File: config.mk
export PLATFORM = sky130hd
export DESIGN_NAME = program_counter_stack
export DESIGN_NICKNAME = d
export VERILOG_FILES = /design/src/rtl/program_counter_stack.sv
export SDC_FILE = /design/constraint.sdc
export NUM_CORES = 1
export LEC_CHECK = 0
export ABC_AREA = 1
export CAP_MARGIN = 15
export CORE_MARGIN = 3
export CORE_UTILIZATION = 29
export CTS_BUF_LIST = sky130_fd_sc_hd__clkbuf_4 sky130_fd_sc_hd__clkbuf_8
export DETAILED_ROUTE_END_ITERATION = 10
export HOLD_SLACK_MARGIN = 0.15
export SLEW_MARGIN = 20
export SYNTH_ARGS = -nofsm -noshare
export SYNTH_HDL_FRONTEND = slang
export SYNTH_SLANG_ARGS = --single-unit
File: constraint.sdc
create_clock -name clk -period 2.25 [get_ports clk]
set_input_delay 0.675 -clock clk [delete_from_list [all_inputs] [get_ports clk]]
set_output_delay 0.675 -clock clk [all_outputs]
set_load 0.02 [all_outputs]
File: src/rtl/program_counter_stack.sv
// SAP-2 program counter with return-address stack for CALL/RET.
// Optional PC-relative branch when PC_REL_BRANCH_EN is defined.
module program_counter_stack #(
  parameter int                ADDR_W    = 16,
  parameter int                DEPTH     = 4,
  parameter logic [ADDR_W-1:0] RESET_VEC = '0,
  localparam int               DW        = $clog2(DEPTH + 1)
) (
  input  logic              clk,
  input  logic              rst,
  input  logic              inr,
  input  logic              load,
  input  logic              call,
  input  logic              ret,
  input  logic              clr_err,
`ifdef PC_REL_BRANCH_EN
  input  logic              rel,
  input  logic [7:0]        offset,
`endif
  input  logic [ADDR_W-1:0] data_in,
  output logic [ADDR_W-1:0] out,
  output logic [DW-1:0]     depth,
  output logic              full,
  output logic              empty,
  output logic              ovf,
  output logic              unf
);

  localparam logic [DW-1:0] DMAX = DW'(DEPTH);

  logic [ADDR_W-1:0] pc;
  logic [ADDR_W-1:0] stk [DEPTH];
  logic [ADDR_W-1:0] top;
  logic [ADDR_W-1:0] pc_nxt;
  logic [DW-1:0]     dep_nxt;
  logic              push;
  logic              set_ovf;
  logic              set_unf;
  logic              do_call;
  logic              do_ret;
  logic              do_rel;
  logic              do_load;
  logic              do_inr;
  logic [ADDR_W-1:0] rel_tgt;

  assign out   = pc;
  assign full  = (depth == DMAX);
  assign empty = (depth == '0);

`ifdef PC_REL_BRANCH_EN
  assign rel_tgt = pc + {{(ADDR_W-8){offset[7]}}, offset};
  assign do_rel  = !call && !ret && rel;
`else
  assign rel_tgt = pc;
  assign do_rel  = 1'b0;
`endif

  assign do_call = call;
  assign do_ret  = !call && ret;
  assign do_load = !call && !ret && !do_rel && load;
  assign do_inr  = !call && !ret && !do_rel && !load && inr;

  // top-of-stack read: entry at depth-1
  always_comb begin
    top = '0;
    for (int i = 0; i < DEPTH; i++) begin
      if (depth == DW'(i + 1)) top = stk[i];
    end
  end

  // winning command decides next PC, depth and error sets
  always_comb begin
    pc_nxt  = pc;
    dep_nxt = depth;
    push    = 1'b0;
    set_ovf = 1'b0;
    set_unf = 1'b0;
    unique case (1'b1)
      do_call: begin
        if (full) begin
          set_ovf = 1'b1;
        end else begin
          push    = 1'b1;
          dep_nxt = depth + 1'b1;
          pc_nxt  = data_in;
        end
      end
      do_ret: begin
        if (empty) begin
          set_unf = 1'b1;
        end else begin
          dep_nxt = depth - 1'b1;
          pc_nxt  = top;
        end
      end
      do_rel:  pc_nxt = rel_tgt;
      do_load: pc_nxt = data_in;
      do_inr:  pc_nxt = pc + 1'b1;
      default: ;
    endcase
  end

  // PC, depth and sticky flags; a new error beats clr_err
  always_ff @(posedge clk or negedge rst) begin
    if (!rst) begin
      pc    <= RESET_VEC;
      depth <= '0;
      ovf   <= 1'b0;
      unf   <= 1'b0;
    end else begin
      pc    <= pc_nxt;
      depth <= dep_nxt;
      if (set_ovf)      ovf <= 1'b1;
      else if (clr_err) ovf <= 1'b0;
      if (set_unf)      unf <= 1'b1;
      else if (clr_err) unf <= 1'b0;
    end
  end

  // return stack storage, written at index depth on push
  always_ff @(posedge clk or negedge rst) begin
    if (!rst) begin
      for (int i = 0; i < DEPTH; i++) stk[i] <= '0;
    end else if (push) begin
      for (int i = 0; i < DEPTH; i++) begin
        if (depth == DW'(i)) stk[i] <= pc;
      end
    end
  end

endmodule

# [Word-level counts from Yosys, hierarchy flattened]
# Index checks and enable logic that the tools add are counted.
[word_totals] output_inout_bits=23 latchBits=0 ramBits=0 word_cells=55 ff_bits=85 mem_bits_ro=0 mem_count=0
[classes] eq_ne=6 n_addsub=3 div_mod_pow=0 n_mux=19 n_mul=0 shifts=0 n_bitwise=0 reduce_logical=19 order_cmp=0
[op_table] cell="two-way mux 16 bit" n=6
[op_table] cell="one-hot mux 16 bit (4 select lines)" n=1
[op_table] cell="adder 16 x 1 -> 16 bit, second input constant" n=1
[op_table] cell="two-way mux 1 bit" n=9
[op_table] cell="AND reduction 2 bit" n=4
[op_table] cell="equality test 3 x 2 -> 1 bit, second input constant" n=2
[op_table] cell="two-way mux 3 bit" n=2
[op_table] cell="one-hot mux 3 bit (2 select lines)" n=1
[op_table] cell="AND reduction 3 bit" n=2
[op_table] cell="nonzero test 2 bit" n=3
[op_table] cell="logical AND 1 bit" n=5
[op_table] cell="inequality test 2 bit, second input constant" n=2
[op_table] cell="nonzero test 4 bit" n=1
[op_table] cell="adder 3 x 1 -> 3 bit, second input constant" n=1
[op_table] cell="equality test 3 x 1 -> 1 bit, second input constant" n=1
[op_table] cell="equality test 3 bit, second input constant" n=1
[op_table] cell="zero test 1 bit" n=3
[op_table] cell="zero test 3 bit" n=1
[op_table] cell="subtractor 3 x 1 -> 3 bit, second input constant" n=1

# [Logic depth before layout (Yosys ltp)]
# Gate-level depths: netlist of run 1.
[depth] ltp_word=7 depth_mapped=13 mapped_depth_nobuf=12

# [Worst setup path before layout of run 1]
# No wires, ideal clock.
[synth_timing] path_type="register to output" from="register depth[0]" to="output port full" path_buffers=1 arrival_time_ns=1.467 setup_slack_ns=0.108 stages_incl_launch_ff=6 cell_sequence="dfrtp_1 inv_1 ha_1 nand2_1 clkbuf_1 inv_1"
[synth_between] elab_chain_len=1
[synth_lines] item="start: declaration" line="22" text="output logic [DW-1:0] depth,"
[synth_lines] item="start signal: assignment" line="112" text="depth <= dep_nxt;"
[synth_lines] item="equality test 3 bit" line="47" text="assign full = (depth == DMAX);"
[synth_lines] item="end: declaration" line="23" text="output logic full,"
# No other way between the ends.

# [Final worst setup path of run 1]
# Same ends and word-level chain as after synthesis.

==> run metrics, run 1 <==
sequential cell area=0.00213 mm^2; largest net degree at the start of global routing=34; post-placement cell area=around 0.0056 mm^2; CTS tree=built; I/O pins=46; H-tree depth=3; FILL cells=approximately 1700; layout cells sized above 1=a little over a tenth; Via density=between 4 and 5; Row Count=45; worst min-delay path class=in2async; syn_area_per_cell=around 7.1 um^2; clk_lat worst skew=about 360 ps; Max-Slew Margin vs Limit=67.0%; CP cell instances=inv_1 > ha_1 > nand2_1 > inv_1 > clkdlybuf4s15_2; design area=approximately 0.0058 mm^2; Setup TNS=0 ps; Mapped Nets=671; crit path DAT=approximately 1500 ps; Tot GR Track Use=between 10 and 15%; Vert. Die Dim=~130 um; fmax=0.456 GHz; most frequent CP cell=inv_1; core outline area=between 0.015 and 0.02 mm^2; Detail Route Antenna Nets=0; Yosys reg bits=85; clock root cell=clkbuf_8; port bufs=45; DRT Wirelength=between 10 and 15 mm; hold_buf cts=0; Netlist cell types=26; setup repair after global routing missed its margin=true; Syn. warnings=0; grt total ovfl=0; Cell Pwr Density=between 1000 and 1500 mW/mm^2; fin. max-slew vios=0; Final WS setup=around 56 ps; Max stage delay on crit path=around 380 ps; slowest CP cell=dfrtp_1; Leakage=between 2 and 3 nW; CP endpoint kind=output port; status=finished, final reports clean; crit path launch type=flip-flop; maximum root-to-sink buffer count=2; CTS sink count=85; drt pass-1 iters=5; Diodes inserted=0; Final min period=around 2200 ps; register area share after synthesis=around 46%; reg-to-reg slack, setup=~310 ps; routed len/inst=between 10 and 15 um; Final period util=between 90% and 100%; Least-Margin Pin Slew=495 ps; Layout Nets=735; Final Hold Vio Count=0; die width=132 um; VDD IR max=roughly 0.00057 V; first-pass GRT wire length=21.1 mm; vias=4218; detailed placement HPWL=around 9.1 mm; Worst EP required=around 1600 ps; multi-input logic area=about 0.0021 mm^2; vias in the first global route=about 4000; CTS Buf Count=9; Crit Path Max Fanout=3; Max-Cap Viols=0; dpl ws=-82.9 ps; Die ar.=0.0173 mm^2; # setup viols final=0; worst clock skew=around 11 ps; CP Class=reg2out; Starting Density=29.9%; initial antenna violation count=0; Post-CTS Setup Repair Bufs=0; Syn Std Cell Area=0.00458 mm^2; Area growth, synth to finish=26.0%; DRC=0; clk slew on worst S/H paths=approximately 90 ps; RePlAce Congestion=roughly 0.9; Syn Inst Count=~640; number of DRC markers in iteration 0=358
layer usage:
metal  track usage (%)  part of all wire (%)
met1              21.8                    49
met5                 0                     0
met2              22.9                    43
met4              5.37                   1.7
met3              1.88                   5.6
cell usage after synthesis:
library cell	instances	share of area, %
dfrtp_1	85	46
clkbuf_1	19	1.6
nor2_1	75	6.1
a21boi_1	2	0.33
nand3b_1	1	0.16
buf_2	4	0.44
nand3_1	51	5.6
clkbuf_2	1	0.11
xor2_1	1	0.19
nor2_2	5	0.68
nor3_1	3	0.33
o22ai_1	1	0.14
or2_2	11	1.5
a21oi_1	22	2.4
nand2_1	198	16
nand2_4	1	0.25
o21ai_0	78	8.5
nor4_1	1	0.14
buf_4	3	0.49
nand4_1	4	0.55
inv_1	59	4.8
o21ai_1	2	0.22
ha_1	7	1.9
nand2_2	3	0.41
nand3_2	1	0.22
inv_2	3	0.25
stage by stage:
step	utilization, %	std cells	power (mW)	hold WS [ps]
after floorplan	-	641	4.64	379
after global placement	36.3	905	6.08	459
after detailed placement	36.3	905	6.11	466
final	37.7	921	7.23	268
after global routing	37.7	921	7.84	290
after CTS	37.7	921	7.28	270
cells in the final DEF, fill, tap and decap left out, types with 10 or more instances in the layout:
master and count:
a21oi_1 22, buf_12 10, buf_4 26, clkbuf_8 10
clkdlybuf4s50_1 40, dfrtp_1 85, inv_1 59, nand2_1 198
nand3_1 51, nor2_1 75, o21ai_0 78, or2_2 11
registers in the layout, indices dropped and copies added (netlist names):
| signal | count |
|---|---|
| unf | 1 |
| depth | 3 |
| out | 16 |
| ovf | 1 |
| stk | 64 |
where the power goes:
group          total (mW)  internal (mW)  switching (mW)
clock                1.15          0.577           0.568
sequential           2.63           2.18           0.448
combinational        3.45           1.36            2.09
total                7.23           4.12            3.10
worst max-delay path: cells and delay by family (launching register included):
family	cells	cell delay [ps]
simple gates	1	160
fa+ha+maj	1	210
flops	1	380
buf+inv	3	420
worst paths after layout:
path / from / endpoint / depth (start not counted)
hold reg to reg: stk[27]$_DFFE_PN0P_ / stk[27]$_DFFE_PN0P_ / 2
min in group clk: stk[27]$_DFFE_PN0P_ / stk[27]$_DFFE_PN0P_ / 2
hold / removal: rst / ovf$_DFFE_PN0P_ / 1
max in group asynchronous: rst / stk[27]$_DFFE_PN0P_ / 2
setup / recovery: depth[0]$_DFFE_PN0P_ / full / 5
setup reg to reg: depth[0]$_DFFE_PN0P_ / out[1]$_DFFE_PN0P_ / 12
final cells by class:
cell class / instances / share of cell area (%)
inverters: 62 / 4.03
flip-flops and latches: 85 / 36.9
clock buffers: 12 / 2.65
multi-input cells: 467 / 36.4
clock inverters: 4 / 0.954
repair buffers: 80 / 14.5
well taps: 211 / 4.58
repair_timing:
item                                    4_1_cts  5_1_grt
resized for setup                             4        4
endpoints found under the setup margin        2        4
endpoints found under the hold margin         0        0
pin swaps                                     0        0
logic make-up after synthesis:
| logic type | count (synthesis) | share of synthesized area [%] |
|---|---|---|
| simple gates | 354 | 32.2 |
| fa+ha+maj | 7 | 1.91 |
| buf+inv | 89 | 7.68 |
| compound gates | 105 | 11.6 |
| xor+xnor | 1 | 0.191 |
| flops | 85 | 46.4 |
No activity file was read; power rests on OpenSTA's default activity.
==> run 2: changes to the inputs <==
- SLEW_MARGIN: 20 -> not set
- clock period: 2.25 -> 2.4 ns (I/O delays scaled with it)
==> run metrics, run 2 (synthesis results as in run 1) <==
status=finished, final reports clean; vias=4203 (-0.36%); Final Hold Vio Count=0 (unchanged); Setup TNS=0 ps (unchanged); number of DRC markers in iteration 0=275 (-23%); initial antenna violation count=0 (unchanged); CTS Buf Count=9 (unchanged); DRT Wirelength=12.6 mm (-1.7%); Cell Pwr Density=1180 mW/mm^2 (-6.0%); Least-Margin Pin Slew=551 ps (+55.8 ps); layout cells sized above 1=10.4% (-0.63 points); Max-Cap Viols=0 (unchanged); Buf/Inv on CP=1 (-2); most frequent cells in the layout=198 x nand2_1, 85 x dfrtp_1, 78 x o21ai_0; fin. max-slew vios=0 (unchanged); vias in the first global route=4045 (+0.20%); commonest non-fill, non-tap cell in the layout=nand2_1; Max stage delay on crit path=660 ps (+280 ps); worst clock skew=18.0 ps (+6.61 ps); Biggest register=stk; Final period util=94.4%; Crit Path Max Fanout=7 (+4); fmax=between 0.4 and 0.5 GHz; I/O pins=46 (unchanged); Tot GR Track Use=15.0% (+0.030 points); CP Class=reg2out; DRC=0 (unchanged); hold_buf cts=0 (unchanged); VDD IR max=0.000479 V (-16%); Starting Density=29.9% (unchanged); clock root cell=clkbuf_8; multi-input logic area=0.00210 mm^2 (unchanged); maximum root-to-sink buffer count=2 (unchanged); Area growth, synth to finish=24.3%; Final min period=2270 ps; CTS sink count=85 (unchanged); CTS tree=built; Row Count=45 (unchanged); FILL cells=1681 (+0.90%); routed len/inst=13.7 um (-1.1%); slowest CP cell=clkdlybuf4s50_1; crit path DAT=1550 ps (+30 ps); Vert. Die Dim=132 um (unchanged); core outline area=0.0153 mm^2 (unchanged); dpl ws=48.5 ps (+131 ps); Layout Nets=730 (-0.68%); CP endpoint kind=output port; drt pass-1 iters=5 (unchanged); Leakage=2.85 nW (-1.8%); Via density=4.59 (+0.19%); Diodes inserted=0 (unchanged); RePlAce Congestion=0.862 (-4.4%); largest net degree at the start of global routing=41 (+21%); Die ar.=0.0173 mm^2 (unchanged); Worst Hold Slack=319 ps (+50.2 ps); CP cell instances=clkdlybuf4s50_1; die width=132 um (unchanged); sequential cell area=0.00213 mm^2 (unchanged); Worst EP required=1680 ps (+110 ps); Max-Slew Margin vs Limit=63.3% (-3.7 points); port bufs=45 (unchanged); H-tree depth=3 (unchanged); Largest register FFs=64 (unchanged); Detail Route Antenna Nets=0 (unchanged); Final WS setup=135 ps (+78.9 ps); CP top delay family=buffers and inverters; grt total ovfl=0 (unchanged); clk_lat worst skew=370 ps (about the same); detailed placement HPWL=9.12 mm (+0.23%); # setup viols final=0 (unchanged); setup repair after global routing missed its margin=false; clk slew on worst S/H paths=100 ps (about the same); crit path launch type=flip-flop; worst min-delay path class=in2async; first-pass GRT wire length=21.2 mm (+0.39%)
==> run 2: changes by cell type in the layout (fill, tap and decap cells not counted), moves of 2 or more <==
| cell | previous run | this run |
|---|---|---|
| buf_4 | 26 | 23 |
| dlymetal6s2s_1 | 2 | 0 |
| buf_12 | 10 | 8 |
| clkbuf_4 | 2 | 0 |
| clkdlybuf4s50_1 | 40 | 42 |
==> run 2: worst paths after layout <==
| path | from | slack, ps | end | depth (start not counted) |
|---|---|---|---|---|
| worst max-delay path | out[0]$_DFFE_PN0P_ | 130 | out[0] | 1 |
| worst min register to register | stk[21]$_DFFE_PN0P_ | 480 | stk[21]$_DFFE_PN0P_ | 2 |
| worst max register to register | depth[0]$_DFFE_PN0P_ | 340 | out[4]$_DFFE_PN0P_ | 11 |
| min in group clk | stk[21]$_DFFE_PN0P_ | 480 | stk[21]$_DFFE_PN0P_ | 2 |
| worst min-delay path | rst | 320 | stk[29]$_DFFE_PN0P_ | 1 |
| max in group asynchronous | rst | 1500 | stk[32]$_DFFE_PN0P_ | 2 |
==> run 2: repair_timing <==
item                                    in CTS  in global routing
endpoints found under the setup margin       2                  2
setup buffers                                0                  0
resized for setup                            2                  4
==> run 2: routing by layer <==
| metal | vias up | wire length (um) | GRT usage, % |
|---|---|---|---|
| li1 | 2150 | - | - |
| met1 | 1928 | 6280 | 21.4 |
| met2 | 110 | 5590 | 23.1 |
| met3 | 15 | 501 | 2.99 |
| met4 | 0 | 213 | 4.43 |
| met5 | - | 0 | 0 |
==> run 2: report_power, final <==
group / switching (mW) / internal (mW)
Combinational: 1.90 / 1.23
Clock: 0.554 / 0.517
Sequential: 0.448 / 2.05
==> run 2: area by class of cell <==
cell class,instances,area share (%)
clock buffer,10,2.42
clock inverter,6,1.21
inverter,62,4.09
multi-input combinational,467,36.9
sequential,85,37.3
tap,211,4.64
timing repair buffer,75,13.4
==> run 2: worst register-to-register path, stage by stage, from the launching register on <==
cell	delay [ps]
dfrtp_1	380
buf_4	150
ha_1	200
ha_1	200
inv_1	250
buf_12	190
buf_4	170
nand3_1	80
o21ai_0	130
nand2_1	80
nand2_1	70
a21oi_1	50
==> run 2: per-stage QoR <==
step	instance area [um^2]	utilization [%]	cells	total power [mW]
6_report	5700	37.2	916	6.70
5_1_grt	5700	37.2	916	7.31
4_1_cts	5700	37.2	916	6.76
3_5_place_dp	5500	35.9	900	5.67
3_3_place_gp	5500	35.9	900	5.64
2_1_floorplan	4580	-	641	4.35
==> run 3: changes to the inputs <==
- ABC_AREA: 1 -> not set
- DONT_BUFFER_PORTS: not set -> 1
==> run metrics, run 3 <==
Netlist cell types=50 (+92%); vias=3349 (-20%); top post-synthesis cells by count=85 x dfrtp_1, 51 x mux2_2, 41 x nand2_1; core outline area=0.0142 mm^2 (-7.3%); syn_area_per_cell=10.7 um^2 (+50%); reg-to-reg slack, setup=240 ps (-100 ps); worst min-delay path class=in2async; Critical R2R Launch=depth[1]$_DFFE_PN0P_; status=finished, final reports clean; routed len/inst=19.9 um (+45%); Final min period=2260 ps (-5.17 ps); post-placement cell area=0.00465 mm^2 (-15%); VDD IR max=0.000417 V (-13%); CTS sink count=85 (unchanged); initial antenna violation count=1 (+1); Leakage=2.04 nW (-29%); DRT Wirelength=11.9 mm (-5.6%); grt total ovfl=0 (unchanged); crit path DAT=1540 ps (about the same); Tot GR Track Use=14.9% (-0.084 points); Crit Path Max Fanout=9 (+2); Setup TNS=0 ps (unchanged); fin. max-slew vios=0 (unchanged); H-tree depth=3 (unchanged); Via density=5.60 (+22%); Syn. warnings=0 (unchanged); DRC=0 (unchanged); Area growth, synth to finish=12.5%; top post-synthesis cells by area=dfrtp_1 49%, mux2_2 13%, nand2_1 3.6%; worst clock skew=11.8 ps (-6.15 ps); RePlAce Congestion=0.822 (-4.6%); detailed placement HPWL=8.16 mm (-11%); top_reg_cell synth=dfrtp_1; drt pass-1 iters=5 (unchanged); Biggest register=stk; number of DRC markers in iteration 0=323 (+17%); EDFF count, synth=0 (unchanged); Starting Density=30.4% (+0.48 points); Final Hold Vio Count=0 (unchanged); Largest register FFs=64 (unchanged); first-pass GRT wire length=19.2 mm (-9.2%); Vert. Die Dim=128 um (-2.8%); reg2reg end=stk[7]$_DFFE_PN0P_; setup repair after global routing missed its margin=false; Cell Pwr Density=1220 mW/mm^2 (+3.6%); top cell type by total area after synthesis=dfrtp_1; Row Count=43 (-4.4%); Async S/R FF share, synth=100% (unchanged); Post-CTS Setup Repair Bufs=0 (unchanged); crit path launch type=flip-flop; Syn Std Cell Area=0.00432 mm^2 (-5.8%); R2R depth=6 (-5); port bufs=0 (-100%); CP Class=reg2out; I/O pins=46 (unchanged); CTS tree=built; Mapped Nets=432 (-36%); commonest non-fill, non-tap cell in the layout=dfrtp_1; Layout Nets=444 (-39%); top cell type's share of synthesized area=49.3% (+2.8 points); # setup viols final=0 (unchanged); Max-Cap Viols=0 (unchanged); register area share after synthesis=49.3% (+2.8 points); clk_lat worst skew=360 ps (about the same); most frequent cells in the layout=85 x dfrtp_1, 51 x mux2_2, 41 x nand2_1; design area=0.00486 mm^2 (-15%); Least-Margin Pin Slew=518 ps (-33.1 ps); maximum root-to-sink buffer count=2 (unchanged); layout cells sized above 1=26.3% (+16 points); CTS Buf Count=9 (unchanged); Syn Inst Count=402 (-37%); Die ar.=0.0164 mm^2 (-5.5%); die width=128 um (-2.8%); clock root cell=clkbuf_8; Diodes inserted=0 (unchanged); Final period util=94.2% (-0.22 points); vias in the first global route=3385 (-16%); largest net degree at the start of global routing=86 (+110%); Worst EP required=1680 ps (about the same); fmax=0.442 GHz (+0.23%); most frequent cell after synthesis=dfrtp_1; CP endpoint kind=output port; clk slew on worst S/H paths=90 ps (about the same); Detail Route Antenna Nets=0 (unchanged); Max-Slew Margin vs Limit=65.2% (+1.9 points); Yosys reg bits=85 (unchanged)
## run 3: cell count changes after synthesis, sizes merged, moves of 10 or more
| cell | previous run | this run |
|---|---|---|
| nand2 | 202 | 41 |
| o21ai | 80 | 39 |
| a221oi | 0 | 19 |
| nand3 | 52 | 6 |
| or2 | 11 | 1 |
| nor2 | 80 | 14 |
| inv | 62 | 9 |
| mux2 | 0 | 61 |
| buf | 7 | 18 |
## run 3: repair_timing
action / 4_1_cts / 5_1_grt
gates resized for setup: 4 / 2
endpoints found under the hold margin: 85 / 85
gates cloned: 0 / 0
setup endpoints to repair: 2 / 2
## run 3: cell type report
cell class | count | area, um^2
Timing Repair Buffer | 32 | 253
Inverter | 9 | 38.8
Fill cell | 1458 | 9350
Clock inverter | 5 | 52.6
Tap cell | 180 | 225
Sequential cell | 85 | 2130
Multi-Input combinational cell | 277 | 2030
Clock buffer | 10 | 131
## run 3: routing by layer
metal,track usage (%),wire length [um],vias to the layer above
met2,22.3,5380,116
met5,0,11,-
li1,-,-,1521
met1,20.8,5330,1693
met4,4.00,153,2
met3,4.92,997,17
## run 3: power breakdown
part           total [mW]  switching [mW]  leakage (nW)  internal, mW
sequential           2.55           0.499          1.06          2.05
combinational        2.37            1.28         0.885          1.10
clock               0.996           0.514        0.0953         0.482
total                5.92            2.29          2.04          3.63
## run 3: worst max-delay path by stage
| stage | from | endpoint | slack, ps | depth (start not counted) |
|---|---|---|---|---|
| after CTS | depth[1]$_DFFE_PN0P_ | empty | 70 | 5 |
| final | depth[1]$_DFFE_PN0P_ | empty | 140 | 5 |
| after global routing | depth[1]$_DFFE_PN0P_ | empty | 60 | 5 |
| after detailed placement | depth[1]$_DFFE_PN0P_ | full | 230 | 4 |
| after global placement | depth[1]$_DFFE_PN0P_ | full | 310 | 4 |
| after floorplan | depth[1]$_DFFE_PN0P_ | stk[5]$_DFFE_PN0P_ | 350 | 7 |
## run 3: logic make-up (layout without fill, tap and decap cells)
kind of cell    Yosys count  after routing  share of synthesized area [%]
compound gates          116            116                           18.0
simple gates             91             91                           10.3
buf+inv                  40             56                           4.03
fa+ha+maj                 7              7                           2.03
flops                    85             85                           49.3
xor+xnor                  2              2                          0.406
mux                      61             61                           15.9
## run 3: metrics by stage
stage	hold slack, ps	utilization (%)	setup WS (ps)	cells	total power [mW]
2_1_floorplan	424	-	355	402	4.13
3_3_place_gp	429	32.8	306	583	4.82
3_5_place_dp	429	32.8	231	583	4.91
4_1_cts	16.8	34.2	66.3	598	5.95
5_1_grt	8.56	34.2	60.2	598	6.34
6_report	39.9	34.2	140	598	5.92
## run 3: critical path, stage by stage (launching register included)
cell and delay [ps]:
dfrtp_1 460, inv_2 140, ha_4 200, nand2_1 110, inv_2 110, buf_4 150
